===== src/rtl/pc_pkg.sv =====
// Shared next-PC select encoding, default vectors and word-alignment helper
// for the fetch-stage program counter.
package pc_pkg;

   typedef enum logic [2:0] {
      PC_SEL_INC,
      PC_SEL_JR,
      PC_SEL_JUMP,
      PC_SEL_BRANCH,
      PC_SEL_EXC
   } pc_sel_e;

   localparam logic [31:0] DEF_RESET_VECTOR = 32'h0000_0000;
   localparam logic [31:0] DEF_EXC_VECTOR   = 32'h0000_0180;
   localparam int          MAX_ADDR_W       = 64;

   function automatic logic [MAX_ADDR_W-1:0] word_align(input logic [MAX_ADDR_W-1:0] a);
      return a & ~MAX_ADDR_W'(3);
   endfunction

endpackage


===== src/rtl/pc_if.sv =====
// Control/branch-side bundle for pc_unit: redirect requests in, PC and RAS status out.
// No handshake: every input is sampled on each rising edge unless stalled.
interface pc_if #(
   parameter int ADDR_W = 32
);
   logic              stall_in;
   logic              exception_in;
   logic              branch_taken_in;
   logic [ADDR_W-1:0] branch_target_in;
   logic              jump_in;
   logic [ADDR_W-1:0] jump_target_in;
   logic              call_in;
   logic              jr_in;
   logic [ADDR_W-1:0] jr_target_in;
   logic              ret_in;
   logic [ADDR_W-1:0] pc_out;
   logic [ADDR_W-1:0] pc_plus4_out;
   logic [ADDR_W-1:0] ras_top_out;
   logic              ras_empty_out;
   logic              ras_full_out;
   logic              ras_mispredict_out;
   logic              ras_overflow_out;
   logic              ras_underflow_out;

   modport master (
      output stall_in, exception_in, branch_taken_in, branch_target_in,
             jump_in, jump_target_in, call_in, jr_in, jr_target_in, ret_in,
      input  pc_out, pc_plus4_out, ras_top_out, ras_empty_out, ras_full_out,
             ras_mispredict_out, ras_overflow_out, ras_underflow_out
   );

   modport slave (
      input  stall_in, exception_in, branch_taken_in, branch_target_in,
             jump_in, jump_target_in, call_in, jr_in, jr_target_in, ret_in,
      output pc_out, pc_plus4_out, ras_top_out, ras_empty_out, ras_full_out,
             ras_mispredict_out, ras_overflow_out, ras_underflow_out
   );
endinterface


===== src/rtl/ras_stack.sv =====
// Circular return-address stack; push/pop take effect on the next edge, top/popped are
// combinational. Push when full overwrites the oldest entry; pop when empty is a no-op.
module ras_stack #(
   parameter int ADDR_W    = 32,
   parameter int RAS_DEPTH = 4
) (
   input  logic              clk,
   input  logic              rst,
   input  logic              push,
   input  logic              pop,
   input  logic [ADDR_W-1:0] push_data,
   output logic [ADDR_W-1:0] top,
   output logic              empty,
   output logic              full,
   output logic [ADDR_W-1:0] popped,
   output logic              overflow,
   output logic              underflow
);
   localparam int               PTR_W     = $clog2(RAS_DEPTH);
   localparam int               CNT_W     = PTR_W + 1;
   localparam logic [CNT_W-1:0] DEPTH_CNT = CNT_W'(RAS_DEPTH);

   logic [ADDR_W-1:0] mem [RAS_DEPTH];
   logic [PTR_W-1:0]  ptr;
   logic [PTR_W-1:0]  ptr_inc;
   logic [CNT_W-1:0]  count;

   assign ptr_inc   = ptr + PTR_W'(1);
   assign empty     = (count == '0);
   assign full      = (count == DEPTH_CNT);
   assign popped    = mem[ptr];
   assign top       = empty ? '0 : mem[ptr];
   assign overflow  = push & full;
   assign underflow = pop & empty;

   // When full, ptr_inc lands on the oldest slot, so the wrap itself discards it.
   always_ff @(posedge clk or posedge rst) begin
      if (rst) begin
         ptr   <= '0;
         count <= '0;
      end else if (push) begin
         ptr <= ptr_inc;
         if (!full)
            count <= count + CNT_W'(1);
      end else if (pop && !empty) begin
         ptr   <= ptr - PTR_W'(1);
         count <= count - CNT_W'(1);
      end
   end

   always_ff @(posedge clk) begin
      if (push)
         mem[ptr_inc] <= push_data;
   end
endmodule


===== src/rtl/pc_unit.sv =====
// Fetch-stage PC: fixed-priority next-PC select with one-cycle latency, stall hold
// (exception overrides stall) and a return-address stack with mispredict/error flags.
module pc_unit
   import pc_pkg::*;
#(
   parameter int          ADDR_W       = 32,
   parameter logic [31:0] RESET_VECTOR = DEF_RESET_VECTOR,
   parameter logic [31:0] EXC_VECTOR   = DEF_EXC_VECTOR,
   parameter int          RAS_DEPTH    = 4
) (
   input  logic clk,
   input  logic reset_in,
   pc_if.slave  bus
);
   function automatic logic [ADDR_W-1:0] align_w(input logic [ADDR_W-1:0] a);
      return ADDR_W'(word_align(MAX_ADDR_W'(a)));
   endfunction

   localparam logic [ADDR_W-1:0] PC_RESET = align_w(ADDR_W'(RESET_VECTOR));
   localparam logic [ADDR_W-1:0] PC_EXC   = align_w(ADDR_W'(EXC_VECTOR));

   pc_sel_e           sel;
   logic              advance;
   logic              push;
   logic              pop;
   logic [ADDR_W-1:0] pc_q;
   logic [ADDR_W-1:0] pc_next;
   logic [ADDR_W-1:0] pc_plus4;
   logic [ADDR_W-1:0] jr_aligned;
   logic [ADDR_W-1:0] popped;
   logic              ras_empty;
   logic              ras_ovf;
   logic              ras_unf;
   logic              mis_q;
   logic              ovf_q;
   logic              unf_q;

   assign pc_plus4   = pc_q + ADDR_W'(4);
   assign jr_aligned = align_w(bus.jr_target_in);

   always_comb begin
      sel     = PC_SEL_INC;
      pc_next = pc_plus4;
      if (bus.exception_in)         sel = PC_SEL_EXC;
      else if (bus.branch_taken_in) sel = PC_SEL_BRANCH;
      else if (bus.jump_in)         sel = PC_SEL_JUMP;
      else if (bus.jr_in)           sel = PC_SEL_JR;

      advance = bus.exception_in | ~bus.stall_in;
      push    = advance & (sel == PC_SEL_JUMP) & bus.call_in;
      pop     = advance & (sel == PC_SEL_JR) & bus.ret_in;

      case (sel)
         PC_SEL_EXC:    pc_next = PC_EXC;
         PC_SEL_BRANCH: pc_next = align_w(bus.branch_target_in);
         PC_SEL_JUMP:   pc_next = align_w(bus.jump_target_in);
         PC_SEL_JR:     pc_next = jr_aligned;
         default:       pc_next = pc_plus4;
      endcase
   end

   ras_stack #(
      .ADDR_W    (ADDR_W),
      .RAS_DEPTH (RAS_DEPTH)
   ) u_ras (
      .clk       (clk),
      .rst       (reset_in),
      .push      (push),
      .pop       (pop),
      .push_data (pc_plus4),
      .top       (bus.ras_top_out),
      .empty     (ras_empty),
      .full      (bus.ras_full_out),
      .popped    (popped),
      .overflow  (ras_ovf),
      .underflow (ras_unf)
   );

   // Mispredict is re-evaluated every edge, so it self-clears even during a stall.
   always_ff @(posedge clk or posedge reset_in) begin
      if (reset_in) begin
         pc_q  <= PC_RESET;
         mis_q <= 1'b0;
         ovf_q <= 1'b0;
         unf_q <= 1'b0;
      end else begin
         if (advance)
            pc_q <= pc_next;
         mis_q <= pop & ~ras_empty & (jr_aligned != popped);
         ovf_q <= ovf_q | ras_ovf;
         unf_q <= unf_q | ras_unf;
      end
   end

   assign bus.pc_out             = pc_q;
   assign bus.pc_plus4_out       = pc_plus4;
   assign bus.ras_empty_out      = ras_empty;
   assign bus.ras_mispredict_out = mis_q;
   assign bus.ras_overflow_out   = ovf_q;
   assign bus.ras_underflow_out  = unf_q;
endmodule


===== src/flat_wrapper.sv =====
// flat-port wrapper written by rule: the top's interface ports become plain ports
module pc_unit_flat import pc_pkg::*;
#(
   parameter int          ADDR_W       = 32,
   parameter logic [31:0] RESET_VECTOR = DEF_RESET_VECTOR,
   parameter logic [31:0] EXC_VECTOR   = DEF_EXC_VECTOR,
   parameter int          RAS_DEPTH    = 4
)
  (clk, reset_in, bus_stall_in, bus_exception_in, bus_branch_taken_in, bus_branch_target_in, bus_jump_in, bus_jump_target_in, bus_call_in, bus_jr_in, bus_jr_target_in, bus_ret_in, bus_pc_out, bus_pc_plus4_out, bus_ras_top_out, bus_ras_empty_out, bus_ras_full_out, bus_ras_mispredict_out, bus_ras_overflow_out, bus_ras_underflow_out);
  pc_if #(.ADDR_W(ADDR_W)) bus_i ();
  input  logic clk;
  input  logic reset_in;
  input wire logic [$bits(bus_i.stall_in)-1:0] bus_stall_in;
  input wire logic [$bits(bus_i.exception_in)-1:0] bus_exception_in;
  input wire logic [$bits(bus_i.branch_taken_in)-1:0] bus_branch_taken_in;
  input wire logic [$bits(bus_i.branch_target_in)-1:0] bus_branch_target_in;
  input wire logic [$bits(bus_i.jump_in)-1:0] bus_jump_in;
  input wire logic [$bits(bus_i.jump_target_in)-1:0] bus_jump_target_in;
  input wire logic [$bits(bus_i.call_in)-1:0] bus_call_in;
  input wire logic [$bits(bus_i.jr_in)-1:0] bus_jr_in;
  input wire logic [$bits(bus_i.jr_target_in)-1:0] bus_jr_target_in;
  input wire logic [$bits(bus_i.ret_in)-1:0] bus_ret_in;
  output wire logic [$bits(bus_i.pc_out)-1:0] bus_pc_out;
  output wire logic [$bits(bus_i.pc_plus4_out)-1:0] bus_pc_plus4_out;
  output wire logic [$bits(bus_i.ras_top_out)-1:0] bus_ras_top_out;
  output wire logic [$bits(bus_i.ras_empty_out)-1:0] bus_ras_empty_out;
  output wire logic [$bits(bus_i.ras_full_out)-1:0] bus_ras_full_out;
  output wire logic [$bits(bus_i.ras_mispredict_out)-1:0] bus_ras_mispredict_out;
  output wire logic [$bits(bus_i.ras_overflow_out)-1:0] bus_ras_overflow_out;
  output wire logic [$bits(bus_i.ras_underflow_out)-1:0] bus_ras_underflow_out;
  assign bus_i.stall_in = bus_stall_in;
  assign bus_i.exception_in = bus_exception_in;
  assign bus_i.branch_taken_in = bus_branch_taken_in;
  assign bus_i.branch_target_in = bus_branch_target_in;
  assign bus_i.jump_in = bus_jump_in;
  assign bus_i.jump_target_in = bus_jump_target_in;
  assign bus_i.call_in = bus_call_in;
  assign bus_i.jr_in = bus_jr_in;
  assign bus_i.jr_target_in = bus_jr_target_in;
  assign bus_i.ret_in = bus_ret_in;
  assign bus_pc_out = bus_i.pc_out;
  assign bus_pc_plus4_out = bus_i.pc_plus4_out;
  assign bus_ras_top_out = bus_i.ras_top_out;
  assign bus_ras_empty_out = bus_i.ras_empty_out;
  assign bus_ras_full_out = bus_i.ras_full_out;
  assign bus_ras_mispredict_out = bus_i.ras_mispredict_out;
  assign bus_ras_overflow_out = bus_i.ras_overflow_out;
  assign bus_ras_underflow_out = bus_i.ras_underflow_out;
  pc_unit #(.ADDR_W(ADDR_W), .RESET_VECTOR(RESET_VECTOR), .EXC_VECTOR(EXC_VECTOR), .RAS_DEPTH(RAS_DEPTH)) u_core (.clk(clk), .reset_in(reset_in), .bus(bus_i));
endmodule

===== config.mk =====
export PLATFORM = sky130hd
export DESIGN_NAME = pc_unit_flat
export DESIGN_NICKNAME = d
export VERILOG_FILES = /design/src/rtl/pc_pkg.sv /design/src/rtl/pc_if.sv /design/src/rtl/ras_stack.sv /design/src/rtl/pc_unit.sv /design/src/flat_wrapper.sv
export SDC_FILE = /design/constraint.sdc
export NUM_CORES = 1
export LEC_CHECK = 0
export CORE_ASPECT_RATIO = 1.1
export CORE_UTILIZATION = 28
export DETAILED_ROUTE_END_ITERATION = 10
export GPL_ROUTABILITY_DRIVEN = 0
export PLACE_DENSITY = 0.5
export SETUP_SLACK_MARGIN = 0.3
export SLEW_MARGIN = 10
export SYNTH_ARGS = -nofsm -noshare
export SYNTH_HDL_FRONTEND = slang
export SYNTH_SLANG_ARGS = --single-unit

===== constraint.sdc =====
create_clock -name clk -period 7.2 [get_ports clk]
set_clock_uncertainty 0.2 [all_clocks]
set_input_delay 1.44 -clock clk [delete_from_list [all_inputs] [get_ports clk]]
set_output_delay 1.44 -clock clk [all_outputs]
set_load 0.02 [all_outputs]

* After elaboration in Yosys (flattened, before gate mapping)
Memories as Yosys holds them, arrays and structs flattened.
Index checks and enable logic that the tools add are counted.
** Storage, ports and cells
- Flip-flop bits (word level) :: 40
- Bits in writable memories :: 128
- Input bits :: 105
- Word-level logic and storage cells :: 50
- Memories kept :: 1
** Operators by class
- Add/subtract/negate cells :: 5
- Equal/unequal tests :: 7
- Mux-type cells :: 13
- Bitwise logic cells :: 13
- Reductions and logical operators :: 5
** Memories
- u_core.u_ras.mem :: depth 4, bits a word 32, read ports 1, clocked after memory_dff 0, write ports 1, RTL line ras_stack.sv:23 : logic [ADDR_W-1:0] mem [RAS_DEPTH];
** Operators with widths (count)
- 32-bit one-hot mux with 4 select lines :: 1
- 32-bit by 3-bit adder with 32-bit output, second input constant :: 1
- 32-bit two-way mux :: 1
- 32-bit != test :: 1
- 3-bit two-way mux :: 6
- 1-bit bitwise AND :: 8
- 3-bit by 2-bit equality test with 1-bit output, second input constant :: 2
- 3-bit equality test, second input constant :: 2
- 2-bit two-way mux :: 2
- 3-bit by 1-bit adder with 3-bit output, second input constant :: 1
- 3-bit by 1-bit equality test with 1-bit output, second input constant :: 1
- 3-bit logical NOT :: 1
- 1-bit two-way mux :: 3
- 1-bit OR :: 3
- 3-bit by 1-bit subtractor with 3-bit output, second input constant :: 1
- 2-bit by 1-bit adder with 2-bit output, second input constant :: 1
- 2-bit != test, second input constant :: 1
- 1-bit inverter :: 2
- 2-bit AND reduction :: 1
- 2-bit nonzero test :: 1
- 2-bit by 1-bit subtractor with 2-bit output, second input constant :: 1
- 1-bit logical AND :: 1
- 1-bit logical NOT :: 1

* Longest topological paths before layout
- Depth in word-level cells :: 10
- Gate-level depth with buffers :: 9

* Hierarchy
Synthesis repeated with hierarchy kept, for this count alone.
** Second synthesis, totals
- Cell total of the unflattened synthesis :: 674
- Area total of the unflattened synthesis :: 8579.5 µm²
** Modules (own cells, without submodules)
- ras_stack :: instances 1, cells an instance 250, area an instance 5298.8 µm²
- pc_unit :: instances 1, cells an instance 424, area an instance 3280.6 µm²

* Worst setup path after synthesis
No wires, ideal clock.
- Path type :: register to output
- Start point :: register u_core.pc_q[2], in the netlist u_core.bus.pc_out[2]
- End point :: output port bus_pc_plus4_out[28]
- Data arrival time :: 2188 ps
- Setup slack :: 3372 ps
- Stages on the path, launching flop included :: 8
- Path through :: dfrtp_1 > ha_1 > and2_1 > clkbuf_1 > nand3_1 > nor4_4 > nand3_1 > xnor2_1
** Between the ends
- Word-level cells in the longest chain between the ends :: 1
** RTL lines
- start, declared :: RTL line pc_unit.sv:26 : logic [ADDR_W-1:0] pc_q;
- start signal, assigned :: RTL line pc_unit.sv:88 : pc_q <= pc_next;
- 32-bit by 3-bit adder with 32-bit output :: RTL line pc_unit.sv:38 : assign pc_plus4 = pc_q + ADDR_W'(4);
- end, declared :: RTL line flat_wrapper.sv:24 : output wire logic [$bits(bus_i.pc_plus4_out)-1:0] bus_pc_plus4_out;
No other way between the ends.

* Worst setup path after layout
Ends and elaborated chain as after synthesis.

==> results.sh <==
export IMPL_status="finished clean"
export IMPL_h_tree_depth=4
export IMPL_crit_fanout=7
export IMPL_most_common_layout_cells="191 x clkdlybuf4s50_1, 120 x edfxtp_1, 62 x nor2_1"
export IMPL_worstReg2RegEnd="u_core.bus.ras_mispredict_out"
export IMPL_busiest_layer="met2"
export IMPL_cap_violations=0
export IMPL_cts_buffers=17
export IMPL_fin_crit_sh_pct=73.2
export IMPL_wirelength_mm=30.4
export IMPL_fmax_mhz=190
export IMPL_hold_slack_ns=0.278
export IMPL_gr_usage_met1_pct=27.5
export IMPL_drive_gt1_share_pct=10.4
export IMPL_clock_sinks=158
export IMPL_antenna_found_initial=0
export IMPL_grtUsageMet2_pct=33.0
export IMPL_rows=66
export IMPL_power_share_clock_pct=30.3
export IMPL_grt_max_degree=63
export IMPL_r2r_slack_ns=3.92
export IMPL_layout_commonest_cell="clkdlybuf4s50_1"
export IMPL_fin_nets=1022
export IMPL_post_route_min_period_ns=5.27
export IMPL_power_density_nw_per_um2=305
export IMPL_post_route_util_pct=38.4
export IMPL_synth_warnings=0
export IMPL_core_sq_um=29600
export IMPL_layout_cells_non_filler=1297
export IMPL_rsz0062_at_grt="false"
export IMPL_ys_seq_area_share_pct=54.2
export IMPL_syn_to_final_growth_pct=35.3
export IMPL_vias=6535
export IMPL_finalMaxSlewViolations=0
export IMPL_reg2reg_depth=7
export IMPL_drt_iter0_markers=579
export IMPL_cts_tree="done"
export IMPL_min_to="u_core.bus.ras_underflow_out"
export IMPL_dr_pass1_iters=5
export IMPL_cts_root_buf="clkbuf_16"
export IMPL_p_sw_w=0.00115
export IMPL_mappedNetlistArea_sq_um=8400
export IMPL_postCtsSetupRepairBufs=0
export IMPL_tightest_slew_ns=0.894
export IMPL_grt_pass1_wl_mm=43.7
export IMPL_hold_depth=1
export IMPL_cts_buffer_depth=2
export IMPL_portBuffers=193
export IMPL_die_x_microns=167
export IMPL_power_frac_seq_pct=32.2
export IMPL_power_frac_comb_pct=37.4
export IMPL_syn_area_per_cell_sq_um=11.4
export IMPL_die_height_microns=184
export IMPL_p_int_w=0.00231
export IMPL_crit_type="flip-flop to output pin"
export IMPL_min_from="u_core.bus.ras_underflow_out"
export IMPL_synthDistinctLibCells=67
export IMPL_cts_clk_slew_worst_paths_ns=0.06
export IMPL_diodes=0
export IMPL_min_path_type="flip-flop to flip-flop"
export IMPL_async_flop_share_pct=24.1
export IMPL_dieArea_sq_um=30700
export IMPL_ctsHoldBuffers=0
export IMPL_p_sw_share_pct=33.2
export IMPL_dp_hpwl_mm=22.5
export IMPL_cp_data_required_time_ns=5.56
export IMPL_setup_viol_count_final=0
export IMPL_startpoint_type="flip-flop"
export IMPL_clk_latency_ns=0.43
export IMPL_synth_seq_cells=158
export IMPL_fin_tns_setup_ns=0
export IMPL_detail_route_antenna_nets=0
export IMPL_dp_cells=1266
export IMPL_synth_flop_cell="edfxtp_1"
export IMPL_finalHoldViolCount=0
export IMPL_grt_overflow_total=0
export IMPL_grt_pass1_vias=6271
export IMPL_start_util_pct=28.4
export IMPL_use_met3_pct=2.67
export IMPL_leakagePower_nw=4.14
export IMPL_ios=206
export IMPL_critPathArrivalTime_ns=3.63
export IMPL_post_drt_wl_per_cell_microns=23.4
export IMPL_ctsResizeCount=0
export IMPL_crit_path_end_kind="output pin"
export IMPL_grt_usage_pct=19.9
export IMPL_drc=0
export IMPL_r2r_start="u_core.u_ras.ptr[1]"
export IMPL_maxSlewHeadroom_pct=40.4
export IMPL_vias_per_cell=5.04
export IMPL_synth_cells=737
export IMPL_peakVddDrop_mv=0.172
export IMPL_synth_edf_count=120
## worst max-delay path, cell delays in order, from the launching register on
cell and delay (ns):
dfrtp_1 0.51, ha_1 0.25, and2_1 0.28, nand3_1 0.20, nor4_4 0.41, nand3_1 0.20
xnor2_1 0.62, clkdlybuf4s50_1 0.74
## logic make-up after synthesis
| group | share of synthesized area [%] |
|---|---|
| other cells | 0.0446 |
| xor+xnor | 6.46 |
| compound gates | 11.9 |
| flops | 54.2 |
| fa+ha+maj | 0.983 |
| buf+inv | 4.68 |
| simple gates | 11.8 |
| mux | 9.92 |
## power groups by stage
stage	logic, W	registers, W	clock network (W)
2_1_floorplan	0.000756	0.00110	0
3_3_place_gp	0.00131	0.00114	0
3_5_place_dp	0.00131	0.00114	0
4_1_cts	0.00132	0.00112	0.00106
5_1_grt	0.00138	0.00113	0.00110
6_report	0.00130	0.00112	0.00105
## worst max-delay path by stage
| stage | slack (ns) | end | cells past startpoint | start |
|---|---|---|---|---|
| floorplan | 3.37 | bus_pc_plus4_out[28] | 7 | u_core.bus.pc_out[2] |
| global placement | 2.35 | bus_pc_plus4_out[28] | 7 | u_core.bus.pc_out[2] |
| detailed placement | 2.34 | bus_pc_plus4_out[28] | 7 | u_core.bus.pc_out[2] |
| CTS | 1.89 | bus_pc_plus4_out[28] | 7 | u_core.bus.pc_out[2] |
| global route | 1.72 | bus_pc_plus4_out[28] | 7 | u_core.bus.pc_out[2] |
| finish | 1.93 | bus_pc_plus4_out[28] | 7 | u_core.bus.pc_out[2] |
## cells in the mapped netlist (3+ instances only)
| master | n | area share, % |
|---|---|---|
| a211oi_1 | 4 | 0.36 |
| a21o_1 | 4 | 0.36 |
| a21oi_1 | 61 | 3.6 |
| a221oi_1 | 17 | 1.8 |
| a22oi_1 | 3 | 0.27 |
| a31oi_1 | 6 | 0.45 |
| and2_1 | 5 | 0.37 |
| and3_1 | 11 | 0.82 |
| buf_1 | 4 | 0.18 |
| buf_2 | 11 | 0.66 |
| buf_4 | 7 | 0.63 |
| clkbuf_1 | 35 | 1.6 |
| dfrtp_1 | 38 | 11 |
| edfxtp_1 | 120 | 43 |
| ha_1 | 5 | 0.74 |
| inv_1 | 35 | 1.6 |
| mux2_2 | 18 | 2.4 |
| mux2i_1 | 36 | 4.3 |
| mux4_2 | 12 | 3.2 |
| nand2_1 | 41 | 1.8 |
| nand2b_1 | 4 | 0.30 |
| nand3_1 | 21 | 1.3 |
| nand4_1 | 11 | 0.82 |
| nor2_1 | 62 | 2.8 |
| nor2b_1 | 12 | 0.89 |
| nor3_1 | 14 | 0.83 |
| nor4_1 | 4 | 0.30 |
| o21a_1 | 3 | 0.27 |
| o21ai_0 | 20 | 1.2 |
| o221a_2 | 4 | 0.54 |
| o22ai_1 | 6 | 0.45 |
| xnor2_1 | 37 | 3.9 |
| xor2_1 | 25 | 2.6 |
## final cells by class
type | instances | area (sq um)
fillers | 2888 | 18200
flip-flops and latches | 158 | 4560
multi-input cells | 490 | 3480
repair buffers | 207 | 2030
well taps | 374 | 468
clock buffers | 17 | 425
clock inverters | 14 | 265
inverters | 37 | 139
## metal layers
layer,vias to the layer above,part of all wire (%)
met5,-,0
met4,0,0.94
met3,20,4.9
li1,3038,-
met2,211,48
met1,3266,46
## registers in the layout, summed over array words and instances (netlist names)
| signal | flops |
|---|---|
| u_core.bus.pc_out | 30 |
| u_core.bus.ras_mispredict_out | 1 |
| u_core.bus.ras_overflow_out | 1 |
| u_core.bus.ras_underflow_out | 1 |
| u_core.u_ras.count | 3 |
| u_core.u_ras.mem | 120 |
| u_core.u_ras.ptr | 2 |
## through the flow
step                      setup slack, ns  power, W  area, sq um
final                                1.93   0.00347        11400
after global routing                 1.72   0.00361        11400
after CTS                            1.89   0.00350        11400
after detailed placement             2.34   0.00245        10700
after global placement               2.35   0.00245        10700
after floorplan                      3.37   0.00186         8420
Power figures use the tool's default switching activity.
